--- config.mk ---
export PLATFORM = sky130hd
export DESIGN_NAME = key_debounce
export DESIGN_NICKNAME = d
export VERILOG_FILES = /design/src/rtl/key_debounce_pkg.sv /design/src/rtl/key_debounce_chan.sv /design/src/rtl/key_debounce.sv
export SDC_FILE = /design/constraint.sdc
export NUM_CORES = 1
export LEC_CHECK = 0
export CORE_MARGIN = 8
export CORE_UTILIZATION = 60
export DETAILED_ROUTE_END_ITERATION = 6
export PLACE_DENSITY = 0.79
export SKIP_LAST_GASP = 1
export SYNTH_ARGS = -nofsm -noshare
export SYNTH_HDL_FRONTEND = slang
export SYNTH_HIERARCHICAL = 1
export SYNTH_SLANG_ARGS = --single-unit
--- constraint.sdc ---
create_clock -name clk_clk -period 2.3 [get_ports clk_clk]
set_input_delay 0.46 -clock clk_clk [delete_from_list [all_inputs] [get_ports clk_clk]]
set_output_delay 0.46 -clock clk_clk [all_outputs]
set_load 0.05 [all_outputs]
--- src/rtl/key_debounce_pkg.sv ---
// Shared defaults and helpers for the push-button conditioning block.
package key_debounce_pkg;

  localparam int unsigned CLK_HZ               = 50_000_000;
  localparam int unsigned DEBOUNCE_CYCLES      = CLK_HZ / 100;  // 10 ms
  localparam int unsigned REPEAT_DELAY_CYCLES  = CLK_HZ / 2;    // 500 ms
  localparam int unsigned REPEAT_PERIOD_CYCLES = CLK_HZ / 10;   // 100 ms

  // Width of a counter that runs 0 .. n-1; never narrower than one bit.
  function automatic int unsigned cnt_width(input int unsigned n);
    return (n < 2) ? 1 : $clog2(n);
  endfunction

endpackage

--- src/rtl/key_debounce_chan.sv ---
// One button: 2-flop synchroniser, debounce filter and strobes.
// Auto-repeat press strobes are built only when KEY_REPEAT_EN is defined.
module key_debounce_chan
  import key_debounce_pkg::*;
#(
  parameter int unsigned DebounceCycles     = DEBOUNCE_CYCLES,
  parameter int unsigned RepeatDelayCycles  = REPEAT_DELAY_CYCLES,
  parameter int unsigned RepeatPeriodCycles = REPEAT_PERIOD_CYCLES
) (
  input  logic clk,
  input  logic rst,
  input  logic key_n,
  output logic level,
  output logic press,
  output logic rel
);

  localparam int unsigned CntW = cnt_width(DebounceCycles);
  localparam logic [CntW-1:0] CntLast = CntW'(DebounceCycles - 1);

  if (DebounceCycles < 2 || RepeatDelayCycles < 1 || RepeatPeriodCycles < 1) begin : g_bad_param
    $error("key_debounce_chan: cycle parameters out of range");
  end

  logic [1:0]      sync_q;
  logic            sync_k;
  logic            stable_q, stable_d;
  logic [CntW-1:0] cnt_q, cnt_d;
  logic            press_q, press_d;
  logic            rel_q, rel_d;
  logic            accept_press;

  // sync_q[1] is the second (metastability-settled) flop.
  assign sync_k = ~sync_q[1];

  always_comb begin
    stable_d     = stable_q;
    cnt_d        = cnt_q;
    accept_press = 1'b0;
    rel_d        = 1'b0;
    if (sync_k == stable_q) begin
      cnt_d = '0;
    end else if (cnt_q == CntLast) begin
      stable_d     = sync_k;
      cnt_d        = '0;
      accept_press = sync_k;
      rel_d        = ~sync_k;
    end else begin
      cnt_d = cnt_q + CntW'(1);
    end
  end

`ifdef KEY_REPEAT_EN
  localparam int unsigned RepMax =
      (RepeatDelayCycles > RepeatPeriodCycles) ? RepeatDelayCycles : RepeatPeriodCycles;
  localparam int unsigned RepW = cnt_width(RepMax);
  localparam logic [RepW-1:0] RepDelayLast  = RepW'(RepeatDelayCycles - 1);
  localparam logic [RepW-1:0] RepPeriodLast = RepW'(RepeatPeriodCycles - 1);

  logic [RepW-1:0] rep_cnt_q, rep_cnt_d;
  logic            rep_first_q, rep_first_d;

  // First repeat waits the long delay, later ones the short period.
  always_comb begin
    press_d     = accept_press;
    rep_cnt_d   = rep_cnt_q;
    rep_first_d = rep_first_q;
    if (accept_press || !stable_d) begin
      rep_cnt_d   = '0;
      rep_first_d = 1'b1;
    end else if (rep_cnt_q == (rep_first_q ? RepDelayLast : RepPeriodLast)) begin
      press_d     = 1'b1;
      rep_cnt_d   = '0;
      rep_first_d = 1'b0;
    end else begin
      rep_cnt_d = rep_cnt_q + RepW'(1);
    end
  end

  always_ff @(posedge clk) begin
    if (rst) begin
      rep_cnt_q   <= '0;
      rep_first_q <= 1'b1;
    end else begin
      rep_cnt_q   <= rep_cnt_d;
      rep_first_q <= rep_first_d;
    end
  end
`else
  assign press_d = accept_press;
`endif

  always_ff @(posedge clk) begin
    if (rst) begin
      sync_q   <= 2'b11;
      stable_q <= 1'b0;
      cnt_q    <= '0;
      press_q  <= 1'b0;
      rel_q    <= 1'b0;
    end else begin
      sync_q   <= {sync_q[0], key_n};
      stable_q <= stable_d;
      cnt_q    <= cnt_d;
      press_q  <= press_d;
      rel_q    <= rel_d;
    end
  end

  assign level = stable_q;
  assign press = press_q;
  assign rel   = rel_q;

endmodule

--- src/rtl/key_debounce.sv ---
// Debounces the board push-buttons feeding the buttons PIO; one channel per key.
// Define KEY_REPEAT_EN to add auto-repeat press strobes while a key is held.
module key_debounce #(
  parameter int unsigned NUM_KEYS             = 4,
  parameter int unsigned DEBOUNCE_CYCLES      = key_debounce_pkg::DEBOUNCE_CYCLES,
  parameter int unsigned REPEAT_DELAY_CYCLES  = key_debounce_pkg::REPEAT_DELAY_CYCLES,
  parameter int unsigned REPEAT_PERIOD_CYCLES = key_debounce_pkg::REPEAT_PERIOD_CYCLES
) (
  input  logic                clk_clk,
  input  logic                reset_reset,
  input  logic [NUM_KEYS-1:0] key_n,
  output logic [NUM_KEYS-1:0] buttons_export,
  output logic [NUM_KEYS-1:0] press_pulse,
  output logic [NUM_KEYS-1:0] release_pulse
);

  for (genvar i = 0; i < NUM_KEYS; i++) begin : g_chan
    key_debounce_chan #(
      .DebounceCycles     (DEBOUNCE_CYCLES),
      .RepeatDelayCycles  (REPEAT_DELAY_CYCLES),
      .RepeatPeriodCycles (REPEAT_PERIOD_CYCLES)
    ) u_chan (
      .clk   (clk_clk),
      .rst   (reset_reset),
      .key_n (key_n[i]),
      .level (buttons_export[i]),
      .press (press_pulse[i]),
      .rel   (release_pulse[i])
    );
  end

endmodule

Word level (Yosys, flattened, before mapping)
Cells that the tools add are included.
W data, S select, Z words.
- register bits after elaboration: 96
- logic and storage cells: 56
- equal/unequal tests: 8
- bitwise gates (word level): 12
- reductions and logical operators: 12
- $add $sub $neg: 4
- operators by type and width (operator ; number):
    $add A19 B1 Y19 const B ; 4
    $eq A19 B19 Y1 const B ; 4
    $reduce_or A3 Y1 ; 8
    $not A1 Y1 ; 12
    $reduce_and A2 Y1 ; 4
    $eq A1 B1 Y1 ; 4

Logic depth before layout (Yosys ltp)
- depth in word-level cells: 4
- mapped depth: 6

Hierarchy
The synthesis kept the hierarchy.
- by module, submodules not included (module ; seq. area each (um^2) ; times used ; area each (um^2) ; cells each):
    key_debounce_chan ; 480.5 ; 4 ; 1056.0 ; 117

Worst setup path after synthesis
OpenSTA, ideal clock, no wires.
- kind: register -> register
- start: reg g_chan[0].u_chan.cnt_q[8]
- end: reg g_chan[0].u_chan.cnt_q[10]
- data required time: 2.183 ns
- clock period less this slack: 1.561 ns
- stages on the path, launching flop included: 6
- arrival time: 1.444 ns
- setup slack: 0.739 ns
- library setup time: 0.117 ns
- path buffers: 1
- path through: dfxtp_1 -> nor4bb_1 -> nand4_1 -> o21ai_2 -> buf_2 -> nor2_1
- longest elaborated chain between the ends: 2
- elaborated cells between the ends (all ways): 3
- RTL lines (item ; RTL line ; RTL):
    start, declared ; key_debounce_chan.sv:28 ; logic [CntW-1:0] cnt_q, cnt_d;
    start signal, assigned ; key_debounce_chan.sv:103 ; cnt_q <= cnt_d;
    parallel branches: the longest is 2 deep, another holds $add A19 B1 Y19 ; - ;
Parallel ways; which one is timed is not known.
A chain may end at the register's enable or synchronous reset.

Worst setup path in the final report
- start: reg g_chan[1].u_chan.stable_q
- end: out buttons_export[1]
- RTL lines (item ; RTL line ; RTL):
    start, declared ; key_debounce_chan.sv:27 ; logic stable_q, stable_d;
    start signal, assigned ; key_debounce_chan.sv:102 ; stable_q <= stable_d;
    end, declared ; key_debounce.sv:12 ; output logic [NUM_KEYS-1:0] buttons_export,
No word-level cell between the ends.

==> metrics.cfg <==
[cts]
ctsHoldBuffers = 0
htree_levels = 3
cts.clk_slew.worst_paths_ns = 0.08
clk_latency_ns = 0.36
cts_buffers = 9
cts.path.max_buffers = 2
cts_resized = 0
cts_tree = yes
cts_sinks = 96
cts-root-buf = clkbuf_8
post_cts_buffers = 0

[setup_path]
crit_start = g_chan[1].u_chan/level
path_depth = 1
cp_data_required_time_ns = 1.84
worstSetupEndpoint = buttons_export[1]
reg2reg_slack_ns = 0.49
reg2reg_depth = 5
cp_slowest_cell = clkdlybuf4s50_1
slowest_delay_ns = 0.83
end_kind = output pin
path_buf_inv = 1
worstPathArrival_ns = 1.59
timing.rr.start = g_chan[0].u_chan/cnt_q[0]
cp-start-kind = register
worstPathCellList = clkdlybuf4s50_1
crit_type = reg -> out
cpLargestDelayFamily = buffers and inverters
critPathMaxFanout = 4
reg2reg_to = g_chan[0].u_chan/cnt_q[9]

[final_layout]
layout-drive-gt1-share_pct = 9.22
n_antenna_cell = 0
finalNetCount = 496
area_growth_pct = 9.89
nFillCells = 555

[timing]
finClkSkew_ns = 0.00900
setup_slack_ns = 0.254
fmax_mhz = 489
maxSlewHeadroom_pct = 65.7
tns_ns = 0
worst_pin_slew_ns = 0.513
whs_ns = 0.405
min_period_over_period_pct = 89.0
finalHoldViolations = 0
rsz0062_at_grt = false
period_needed_ns = 2.05
setup_violations = 0
slew_violations = 0

[power_and_ir_drop]
pwr-share-comb_pct = 1.6
powerDensity_nw_per_um2 = 594
ir_worst_vdd_mv = 0.361
p_leak_nw = 1.40
p_sw_share_pct = 20.0
power.total_w = 0.00276
p_sw_w = 0.000550
p_int_w = 0.00221
clock_power_share_pct = 37.7
seqPwrFrac_pct = 60.7

[logic_synthesis]
yosysTopAreaCellShare_pct = 45.5
async_flop_share_pct = 0
synth_cell_types = 30
synth_seq_cells = 96
synth_area_leaders = dfxtp_1, xnor2_1, nor2_1
syn_area_um2 = 4220
synth_fp_nets = 478
synth_most_common_cell = dfxtp_1
ys_top_cells_by_count = dfxtp_1, nor2_1, xnor2_1, nand2_1, a21oi_1
syn_area_per_cell_um2 = 9.03
synth_edf_count = 0
ys_seq_area_share_pct = 45.5
yosysTopAreaCell = dfxtp_1
synth_warnings = 6
synthFlopType = dfxtp_1
synth_cells = 468

[placement]
place_hpwl_mm = 5.68
routabilityCongestion = 0.873
dp_worst_setup_slack_ns = 0.409
numPortBuffers = 17

[worst_hold_path]
hold_path_class = reg -> reg
holdPathStages = 1

[floorplanning]
dieHeight_um = 99.9
die_w_um = 99.9
io_pins = 18
initial_utilization_pct = 62.2
fp-row-count = 30
coreArea_um2 = 6790
fp.dieArea_um2 = 9980

[routing]
drc = 0
antenna_left = 0
dr_total_vias = 3278
drt_pass1_iterations = 4
wl_per_cell_um = 13.8
wirelength_mm = 8.05
drt-initial-drc-count = 85
viasPerCell = 5.61

[grt]
grt_pass1_wl_mm = 14.0
first_global_vias = 3146
grt_antenna_before_repair = 0
grtUsageTotal_pct = 16.9
grt_start_max_net_pins = 19
grt_remaining_overflow = 0

[run]
maxCapViolations = 0

[outcome]
status = complete, no violations

-- final cells by class --
class	instances	area, um2	area share (%)
Clock buffer	12	145	3.13
Clock inverter	1	30.0	0.647
Inverter	12	45.0	0.970
Multi-Input combinational cell	344	2150	46.4
Sequential cell	96	1920	41.4
Tap cell	96	120	2.59
Timing Repair Buffer	23	228	4.91
-- sequential cells by signal, summed over array words and instances, names as in the netlist --
register              cells
g_chan.u_chan/cnt_q      76
g_chan.u_chan/level       4
g_chan.u_chan/press       4
g_chan.u_chan/rel         4
g_chan.u_chan/sync_q      8
-- power groups by stage --
stage	logic, W	clock network [W]	registers, W
2_1_floorplan	0.0000195	0	0.00171
3_3_place_gp	0.0000429	0	0.00171
3_5_place_dp	0.0000440	0	0.00171
4_1_cts	0.0000445	0.00107	0.00167
5_1_grt	0.0000481	0.00114	0.00168
6_report	0.0000443	0.00104	0.00167
-- layer usage --
metal / up-vias / global-route usage [%] / part of all wire, %
met5: - / 0 / 0
met4: 0 / 8.15 / 1.5
met3: 12 / 4.22 / 3.8
met2: 46 / 27.2 / 47
met1: 1542 / 20.7 / 47
li1: 1678 / - / -
-- kinds of logic (layout without fill, tap and decap cells) --
kind of cell / after synthesis / in the layout / share of synthesized area [%]
compound gates: 48 / 48 / 6.52
xor+xnor: 52 / 52 / 10.8
fa+ha+maj: 4 / 4 / 1.18
buf+inv: 28 / 48 / 3.55
flops: 96 / 96 / 45.5
simple gates: 240 / 240 / 32.5
-- layout by cell type (no fill, tap or decap), types with 5 or more instances in the layout --
cell type	netlist	layout
a21oi_1	24	24
and3_1	8	8
and4_1	8	8
buf_4	0	5
clkbuf_8	0	10
clkdlybuf4s50_1	0	17
dfxtp_1	96	96
inv_1	12	12
nand2_1	28	28
nand3_1	20	20
nand4_1	20	20
nor2_1	64	64
nor3_1	20	20
nor4_1	16	16
o21ai_0	12	12
or2_1	8	8
or2_2	12	12
or3_1	12	12
xnor2_1	36	36
xor2_1	16	16
-- through the flow --
stage,utilization [%],cells,instance area (um2)
2_1_floorplan,-,468,4220
3_3_place_gp,65.7,571,4470
3_5_place_dp,65.7,571,4470
4_1_cts,68.3,584,4640
5_1_grt,68.3,584,4640
6_report,68.3,584,4640
-- how the worst min path moves through the flow --
stage | start | to | slack [ns]
global placement | g_chan[1].u_chan/sync_q[0] | g_chan[1].u_chan/sync_q[1] | 0.39
CTS | g_chan[1].u_chan/sync_q[0] | g_chan[1].u_chan/sync_q[1] | 0.41
finish | g_chan[1].u_chan/sync_q[0] | g_chan[1].u_chan/sync_q[1] | 0.40
detailed placement | g_chan[1].u_chan/sync_q[0] | g_chan[1].u_chan/sync_q[1] | 0.40
global route | g_chan[1].u_chan/sync_q[0] | g_chan[1].u_chan/sync_q[1] | 0.42
floorplan | g_chan[0].u_chan/sync_q[0] | g_chan[0].u_chan/sync_q[1] | 0.39
No activity file was read; power rests on OpenSTA's default activity.
